==> src/rtl/input_run_sequencer.sv <==
// ============================================================================
// input_run_sequencer
// ----------------------------------------------------------------------------
// Purpose:
//   Sequences one compute run. An accepted start latches the run length N and
//   reads words 0..N-1 from input BRAM port 0. The words are streamed through
//   a 2-entry buffer to the core using a valid/ready handshake. The block then
//   counts the results the core hands back and pulses done_o once all N have
//   arrived.
//
// Parameters:
//   CNT_WIDTH   BRAM address width; a run may be up to 2**CNT_WIDTH words
//   DATA_WIDTH  data word width
//
// Ports:
//   clk             clock, rising edge
//   rst_n           asynchronous, active-low reset
//   start_i         start pulse, only looked at while idle
//   run_count_i     number of words in the run, latched on an accepted start
//   addr0_o         input BRAM read address (equals the issue count)
//   ce0_o           input BRAM chip enable; one read issued per high cycle
//   q0_i            BRAM read data, valid the cycle after ce0_o
//   data_o          operand to the core (buffer head)
//   valid_o         data_o holds a real word
//   ready_i         core takes data_o when valid_o && ready_i
//   result_valid_i  core produced one result this cycle
//   busy_o          high from the cycle after start through the done cycle
//   done_o          one-cycle pulse when the run is complete
//   cycles_o        run length in cycles (only with RUN_SEQ_PERF_CNT_EN)
//
// Configuration:
//   RUN_SEQ_PERF_CNT_EN  when defined, cycles_o reports the number of cycles
//                        from the accepted start cycle through the done cycle
//                        inclusive. The count is final from the cycle after
//                        done_o and holds until the next start. When the
//                        macro is undefined cycles_o is tied to zero and the
//                        counter does not exist.
// ============================================================================
module input_run_sequencer #(
  parameter int CNT_WIDTH  = 12,
  parameter int DATA_WIDTH = 32
) (
  input  logic                  clk,
  input  logic                  rst_n,
  input  logic                  start_i,
  input  logic [CNT_WIDTH:0]    run_count_i,
  output logic [CNT_WIDTH-1:0]  addr0_o,
  output logic                  ce0_o,
  input  logic [DATA_WIDTH-1:0] q0_i,
  output logic [DATA_WIDTH-1:0] data_o,
  output logic                  valid_o,
  input  logic                  ready_i,
  input  logic                  result_valid_i,
  output logic                  busy_o,
  output logic                  done_o,
  output logic [31:0]           cycles_o
);

  typedef enum logic [1:0] {
    ST_IDLE  = 2'd0,
    ST_RUN   = 2'd1,
    ST_DRAIN = 2'd2,
    ST_DONE  = 2'd3
  } state_t;

  localparam logic [CNT_WIDTH:0] CNT_ONE = {{CNT_WIDTH{1'b0}}, 1'b1};

  // --------------------------------------------------------------------------
  // State and datapath registers
  // --------------------------------------------------------------------------
  state_t                state_q, state_d;
  logic [CNT_WIDTH:0]    n_q, n_d;
  logic [CNT_WIDTH:0]    issue_cnt_q, issue_cnt_d;
  logic [CNT_WIDTH:0]    feed_cnt_q, feed_cnt_d;
  logic [CNT_WIDTH:0]    res_cnt_q, res_cnt_d;
  logic                  in_flight_q, in_flight_d;
  logic [1:0]            occ_q, occ_d;
  logic                  rd_ptr_q, rd_ptr_d;
  logic                  wr_ptr_q, wr_ptr_d;
  logic [DATA_WIDTH-1:0] buf0_q, buf0_d;
  logic [DATA_WIDTH-1:0] buf1_q, buf1_d;

  logic                  start_accept;
  logic                  push;
  logic                  pop;
  logic [2:0]            outstanding;
  logic                  count_result;

  assign start_accept = (state_q == ST_IDLE) && start_i;

  // A word lands in the buffer exactly one cycle after its read was issued.
  assign push = in_flight_q;
  assign pop  = valid_o && ready_i;

  // Words that will occupy the buffer after this edge if no new read is
  // issued: stored words plus the read in flight, minus the one leaving now.
  // pop implies occ_q != 0, so this never underflows.
  assign outstanding = 3'(occ_q) + 3'(in_flight_q) - 3'(pop);

  // A new read is only issued while the buffer can still absorb it, which is
  // what bounds occupancy at two without ever dropping a returning word.
  assign ce0_o   = (state_q == ST_RUN) && (issue_cnt_q < n_q) && (outstanding < 3'd2);
  assign addr0_o = issue_cnt_q[CNT_WIDTH-1:0];

  // Results are only meaningful while a run is active and saturate at N.
  assign count_result = ((state_q == ST_RUN) || (state_q == ST_DRAIN)) &&
                        result_valid_i && (res_cnt_q < n_q);

  assign data_o  = rd_ptr_q ? buf1_q : buf0_q;
  assign valid_o = (occ_q != 2'd0);
  assign busy_o  = (state_q != ST_IDLE);
  assign done_o  = (state_q == ST_DONE);

  // --------------------------------------------------------------------------
  // Next-state and datapath update
  // --------------------------------------------------------------------------
  always_comb begin
    state_d     = state_q;
    n_d         = n_q;
    issue_cnt_d = issue_cnt_q;
    feed_cnt_d  = feed_cnt_q;
    res_cnt_d   = res_cnt_q;
    in_flight_d = ce0_o;
    occ_d       = occ_q + 2'(push) - 2'(pop);
    rd_ptr_d    = rd_ptr_q;
    wr_ptr_d    = wr_ptr_q;
    buf0_d      = buf0_q;
    buf1_d      = buf1_q;

    if (ce0_o) begin
      issue_cnt_d = issue_cnt_q + CNT_ONE;
    end

    // Returning read data goes to the tail; push and pop in the same cycle
    // touch different entries because occupancy is at most two.
    if (push) begin
      if (wr_ptr_q) begin
        buf1_d = q0_i;
      end else begin
        buf0_d = q0_i;
      end
      wr_ptr_d = ~wr_ptr_q;
    end

    if (pop) begin
      rd_ptr_d   = ~rd_ptr_q;
      feed_cnt_d = feed_cnt_q + CNT_ONE;
    end

    if (count_result) begin
      res_cnt_d = res_cnt_q + CNT_ONE;
    end

    unique case (state_q)
      ST_IDLE: begin
        if (start_accept) begin
          n_d         = run_count_i;
          issue_cnt_d = '0;
          feed_cnt_d  = '0;
          res_cnt_d   = '0;
          rd_ptr_d    = 1'b0;
          wr_ptr_d    = 1'b0;
          // An empty run touches no memory and completes straight away.
          state_d     = (run_count_i == '0) ? ST_DONE : ST_RUN;
        end
      end
      ST_RUN: begin
        // Every word has been handed over; no read can still be in flight.
        if (feed_cnt_q == n_q) begin
          state_d = ST_DRAIN;
        end
      end
      ST_DRAIN: begin
        if (res_cnt_q == n_q) begin
          state_d = ST_DONE;
        end
      end
      ST_DONE: begin
        state_d = ST_IDLE;
      end
      default: begin
        state_d = ST_IDLE;
      end
    endcase
  end

  // --------------------------------------------------------------------------
  // Registers; reset discards any buffered or in-flight data immediately.
  // --------------------------------------------------------------------------
  always_ff @(posedge clk or negedge rst_n) begin
    if (!rst_n) begin
      state_q     <= ST_IDLE;
      n_q         <= '0;
      issue_cnt_q <= '0;
      feed_cnt_q  <= '0;
      res_cnt_q   <= '0;
      in_flight_q <= 1'b0;
      occ_q       <= 2'd0;
      rd_ptr_q    <= 1'b0;
      wr_ptr_q    <= 1'b0;
      buf0_q      <= '0;
      buf1_q      <= '0;
    end else begin
      state_q     <= state_d;
      n_q         <= n_d;
      issue_cnt_q <= issue_cnt_d;
      feed_cnt_q  <= feed_cnt_d;
      res_cnt_q   <= res_cnt_d;
      in_flight_q <= in_flight_d;
      occ_q       <= occ_d;
      rd_ptr_q    <= rd_ptr_d;
      wr_ptr_q    <= wr_ptr_d;
      buf0_q      <= buf0_d;
      buf1_q      <= buf1_d;
    end
  end

`ifdef RUN_SEQ_PERF_CNT_EN
  // --------------------------------------------------------------------------
  // Run cycle counter. The start cycle itself counts as the first cycle, and
  // every cycle spent in RUN, DRAIN and DONE adds one, so the value seen from
  // the cycle after done_o covers start through done inclusive. Idle cycles
  // leave it untouched.
  // --------------------------------------------------------------------------
  logic [31:0] cycles_q, cycles_d;

  always_comb begin
    cycles_d = cycles_q;
    if (start_accept) begin
      cycles_d = 32'd1;
    end else if (state_q != ST_IDLE) begin
      cycles_d = cycles_q + 32'd1;
    end
  end

  always_ff @(posedge clk or negedge rst_n) begin
    if (!rst_n) begin
      cycles_q <= 32'd0;
    end else begin
      cycles_q <= cycles_d;
    end
  end

  assign cycles_o = cycles_q;
`else
  assign cycles_o = 32'd0;
`endif

endmodule
==> config.mk <==
export PLATFORM = sky130hd
export DESIGN_NAME = input_run_sequencer
export DESIGN_NICKNAME = d
export VERILOG_FILES = /design/src/rtl/input_run_sequencer.sv
export SDC_FILE = /design/constraint.sdc
export NUM_CORES = 1
export LEC_CHECK = 0
export BUFFER_PORTS_ARGS = -buffer_cell sky130_fd_sc_hd__buf_4
export CAP_MARGIN = 25
export CORE_MARGIN = 2
export CORE_UTILIZATION = 40
export CTS_CLUSTER_DIAMETER = 200
export DETAILED_ROUTE_END_ITERATION = 10
export HOLD_SLACK_MARGIN = 0.03
export RECOVER_POWER = 100
export SYNTH_ARGS = -nofsm -noshare
export SYNTH_HDL_FRONTEND = slang
export SYNTH_SLANG_ARGS = --single-unit
==> constraint.sdc <==
create_clock -name clk -period 5.2 [get_ports clk]
set_clock_uncertainty 0.05 [all_clocks]
set_input_delay 0.52 -clock clk [delete_from_list [all_inputs] [get_ports clk]]
set_output_delay 0.52 -clock clk [all_outputs]
set_load 0.02 [all_outputs]
; Word-level counts from Yosys, hierarchy flattened
; Cells that the tools add are included.
[totals]
word_cells = 67
input_bits = 50
ff_bits = 123
output_inout_bits = 80
[op_classes]
eq_ne = 8
n_lt_le_gt_ge = 3
reduce_logical = 15
mux = 21
n_bitwise = 2
add_sub_neg = 7
[op_table]
columns = cell, n
row1 = $mux 13, 9
row2 = $add 13x1->13 const B, 3
row3 = $mux 32, 1
row4 = $eq 13x13->1, 2
row5 = $lt 13x13->1, 2
row6 = $logic_not 13->1, 1
row7 = $mux 2, 4
row8 = $pmux 2 s4, 1
row9 = $logic_and 1x1->1, 6
row10 = $mux 1, 6
row11 = $reduce_and 2->1, 3
row12 = $eq 2x2->1 const B, 2
row13 = $ne 2x1->1 const B, 2
row14 = $reduce_bool 2->1, 2
row15 = $add 2x1->3, 1
row16 = $lt 3x2->1 const B, 1
row17 = $reduce_and 3->1, 1
row18 = $sub 3x1->3, 1
row19 = $add 2x1->2, 1
row20 = $eq 2x1->1 const B, 1
row21 = $logic_not 2->1, 1
row22 = $ne 2x2->1 const B, 1
row23 = $not 1->1, 2
row24 = $sub 2x1->2, 1
row25 = $logic_or 1x1->1, 1

; Depth between registers and ports, before layout
[depth]
ltp_word = 8
depth_mapped = 12
ltp_nobuf = 11

; Worst setup path after synthesis
; Ideal clock, no wire load.
[synth_path]
kind = input to output
startpoint = input ready_i
endpoint = output ce0_o
path_buffers = 1
slack_ns = 2.292
required_time_ns = 4.630
arrival_ns = 2.338
stages = 10
path_cell_list = o21a_1 > buf_2 > ha_1 > inv_1 > ha_1 > fa_1 > xor2_1 > nor2b_1 > nand3_4 > inv_1
[synth_between]
elab_chain_cells = 4
[synth_lines]
columns = element, line
row1 = start: declaration, 52  ; input logic ready_i,
row2 = $logic_and 1x1->1, 93  ; assign pop = valid_o && ready_i;
row3 = $sub 3x1->3, 98  ; assign outstanding = 3'(occ_q) + 3'(in_flight_q) - 3'(pop);
row4 = $lt 3x2->1, 102  ; assign ce0_o = (state_q == ST_RUN) && (issue_cnt_q < n_q) && (outstanding < 3'd2);
row5 = $logic_and 1x1->1, 102
row6 = end: declaration, 48  ; output logic ce0_o,
; No other way between the ends.

; Worst setup path after layout
[layout_path]
startpoint = register occ_q[1]
endpoint = output ce0_o
[layout_between]
elab_chain_cells = 5
elab_cells_between_ends = 6
cone_classes = 2 x add/sub / 1 x order compare / 3 x reduce/logical
[layout_lines]
columns = element, line
row1 = start: declaration, 77  ; logic [1:0] occ_q, occ_d;
row2 = start signal: assignment, 198  ; occ_q <= 2'd0;
row3 = start signal: assignment, 210  ; occ_q <= occ_d;
row4 = "parallel branches: the longest is 2 deep, another holds $add 2x1->3", n/a
row5 = $sub 3x1->3 (*), 98
row6 = $lt 3x2->1 (*), 102
row7 = $logic_and 1x1->1 (*), 102
; Mark *: on every way between the ends.

==> impl_metrics.yaml <==
floorplan:
  initial_utilization_pct: 40.85
  rows: 47
  dieArea_um2: 17930
  die_y_um: 133.9
  core-area_um2: 16520
  dieWidth_um: 133.9
  ios: 130
power:
  p_sw_share_pct: 37.67
  ir_worst_vdd_v: 0.0002867
  p_clk_share_pct: 25.6
  p_sw_mw: 1.741
  cellPowerDensity_nw_per_um2: 584.9
  power_frac_seq_pct: 33.0
  p_int_mw: 2.880
  leakagePower_nw: 3.594
  power_frac_comb_pct: 41.4
timing:
  hold_ws_ps: 257.5
  hold_viol_final: 0
  slew_headroom_pct: -30.02
  final.setup.tns_ps: 0
  setup_viol: 0
  rsz0062_at_grt: "no"
  slew_violations: 66
  fin_crit_sh_pct: 69.54
  max_freq_ghz: 0.2766
  worstMarginPinSlew_ps: 1950
  fin_crit_ps: 3616
worst_setup_path:
  worstPathRequired_ps: 4630
  r2r_cells: 6
  cp_max_fo: 8
  critPathKind: "register to output port"
  critPathArrivalTime_ps: 3050
  startpoint_type: "register"
  cp-end-kind: "output port"
clocking:
  cts_root_buf: "clkbuf_16"
  cts_tree: "built"
  clk_path_buf_depth: 2
  cts_made_buffers: 17
  worstSkewPairLatency_ps: 420
  clkSinkCount: 123
  clk_pin_slew_ps: 60
  htree_levels: 4
outcome:
  violations: "max-capacitance violations, max-slew violations"
  status: "complete, but fails checks"
detailed_routing:
  vias: 4598
  routed_wl_um: 15100
  firstDrtPassIters: 4
  ant_nets: 0
  wl_per_cell_um: 16.27
  viasPerCell: 4.955
  drc: 0
  drt_iter0_markers: 172
global_route:
  grt_pass1_vias: 4748
  antenna_found_initial: 0
  grt_pass1_wl_um: 24340
  grtUsageTotal_pct: 17.31
  grt_overflow: 0
  grt_start_max_net_pins: 72
finish:
  layout-drive-gt1-share_pct: 26.13
  antenna_cells: 0
  fill_cells: 1555
  nets: 783
  final_area_um2: 7901
  syn_to_final_growth_pct: 17.05
synthesis:
  synth.most_common_cell: "dfrtp_1"
  synth_edf_count: 0
  synth_top_area_share_pct: 45.60
  ys_ff_latch: 123
  syn_area_um2: 6750
  synthArstFlopShare_pct: 100.0
  yosys.area.top_type: "dfrtp_1"
  synthFlopType: "dfrtp_1"
  yosys-top-cells-count: "dfrtp_1, mux2_2, buf_4"
  synth_area_leaders: "dfrtp_1, mux2_2, ha_1"
  synthCells: 608
  ys_seq_area_share_pct: 45.60
  yosys_warnings: 0
  ys_types: 51
  avgSynthCellArea_um2: 11.10
placed_design:
  placed_cell_area_um2: 7476
  portBuffers: 97
  gp_congestion: 0.8413
  dp_hpwl_um: 10720
job:
  maxCapViolCount: 2
worst_hold_path:
  hold_path_class: "primary input to register"
  holdPathStages: 3
[sequential cells by signal, summed over array words and instances, names as in the netlist]
register	flops
rd_ptr_q	1
issue_cnt_q	13
buf1_q	32
n_q	13
in_flight_q	1
res_cnt_q	13
wr_ptr_q	1
state_q	2
occ_q	2
feed_cnt_q	13
buf0_q	32
[power by group through the flow]
stage               sequential, mW  clock (mW)  combinational, mW
floorplan                     1.47           0               1.50
global placement              1.52           0               2.02
detailed placement            1.54           0               2.09
CTS                           1.53        1.21               2.10
global route                  1.58        1.25               2.10
finish                        1.53        1.18               1.91
[critical path, cell delays in order (launching register included)]
cell,delay (ps)
dfrtp_1,410
o21a_1,300
ha_1,320
inv_1,40
ha_1,170
fa_1,380
xor2_1,210
nor2b_1,290
nand3_4,130
inv_1,120
clkbuf_1,270
[final cells by class]
| type | instances | area (um2) | area share (%) |
|---|---|---|---|
| clock buffer | 23 | 478.0 | 6.049 |
| clock inverter | 9 | 112.6 | 1.425 |
| inverter | 30 | 112.6 | 1.425 |
| multi-input combinational | 419 | 3229 | 40.87 |
| sequential | 123 | 3078 | 38.95 |
| tap | 220 | 275.3 | 3.484 |
| timing repair buffer | 104 | 615.6 | 7.791 |
[repair_timing]
item,CTS,global route
buffers inserted,0,0
hold buffers,0,1
gates resized for setup,0,0
endpoints found under the hold margin,0,1
[kinds of logic (layout without fill, tap and decap cells)]
group | count (synthesis) | in the layout | share of synthesized area [%]
simple gates | 154 | 154 | 11.81
compound gates | 55 | 55 | 5.617
fa+ha+maj | 38 | 38 | 7.155
flops | 123 | 123 | 45.60
mux | 100 | 100 | 16.61
other cells | 1 | 32 | 0.05555
xor+xnor | 40 | 40 | 5.190
buf+inv | 97 | 166 | 7.970
[metal layers]
metal	vias to the layer above	part of all wire, %	GRT usage [%]
li1	2212	-	-
met1	2263	46	22.27
met2	105	48	28.40
met3	18	4.9	4.989
met4	0	1.4	5.201
met5	-	0	0
[cell usage in the layout (no fill, tap or decap), drive strengths merged, types with 23 or more instances in the layout]
cell type  Yosys  routed
o21ai         25      25
dfrtp        123     123
buf           53      53
nand3         23      23
inv           30      31
conb           1      32
ha            37      37
nor2          37      37
clkbuf        14      73
nand2         40      40
mux2          96      96
[path summary, 6_finish.rpt]
path                                 from          to  slack [ps]
max in group asynchronous           rst_n  buf1_q[22]        3390
hold reg to reg                buf0_q[30]  buf0_q[30]         450
min in group asynchronous           rst_n   buf1_q[6]         420
hold / removal             run_count_i[0]      n_q[0]         260
setup / recovery                 occ_q[1]       ce0_o        1580
setup reg to reg               state_q[0]      n_q[7]        1870
[per-stage QoR]
step	setup slack (ps)	power [mW]	cells	utilization, %
CTS	1658	4.835	925	48.82
floorplan	2292	2.966	639	-
global route	1355	4.929	928	47.82
detailed placement	1954	3.633	893	45.24
finish	1584	4.621	928	47.82
global placement	2038	3.539	893	45.24
Note: power is estimated with default switching activity, not from simulation.
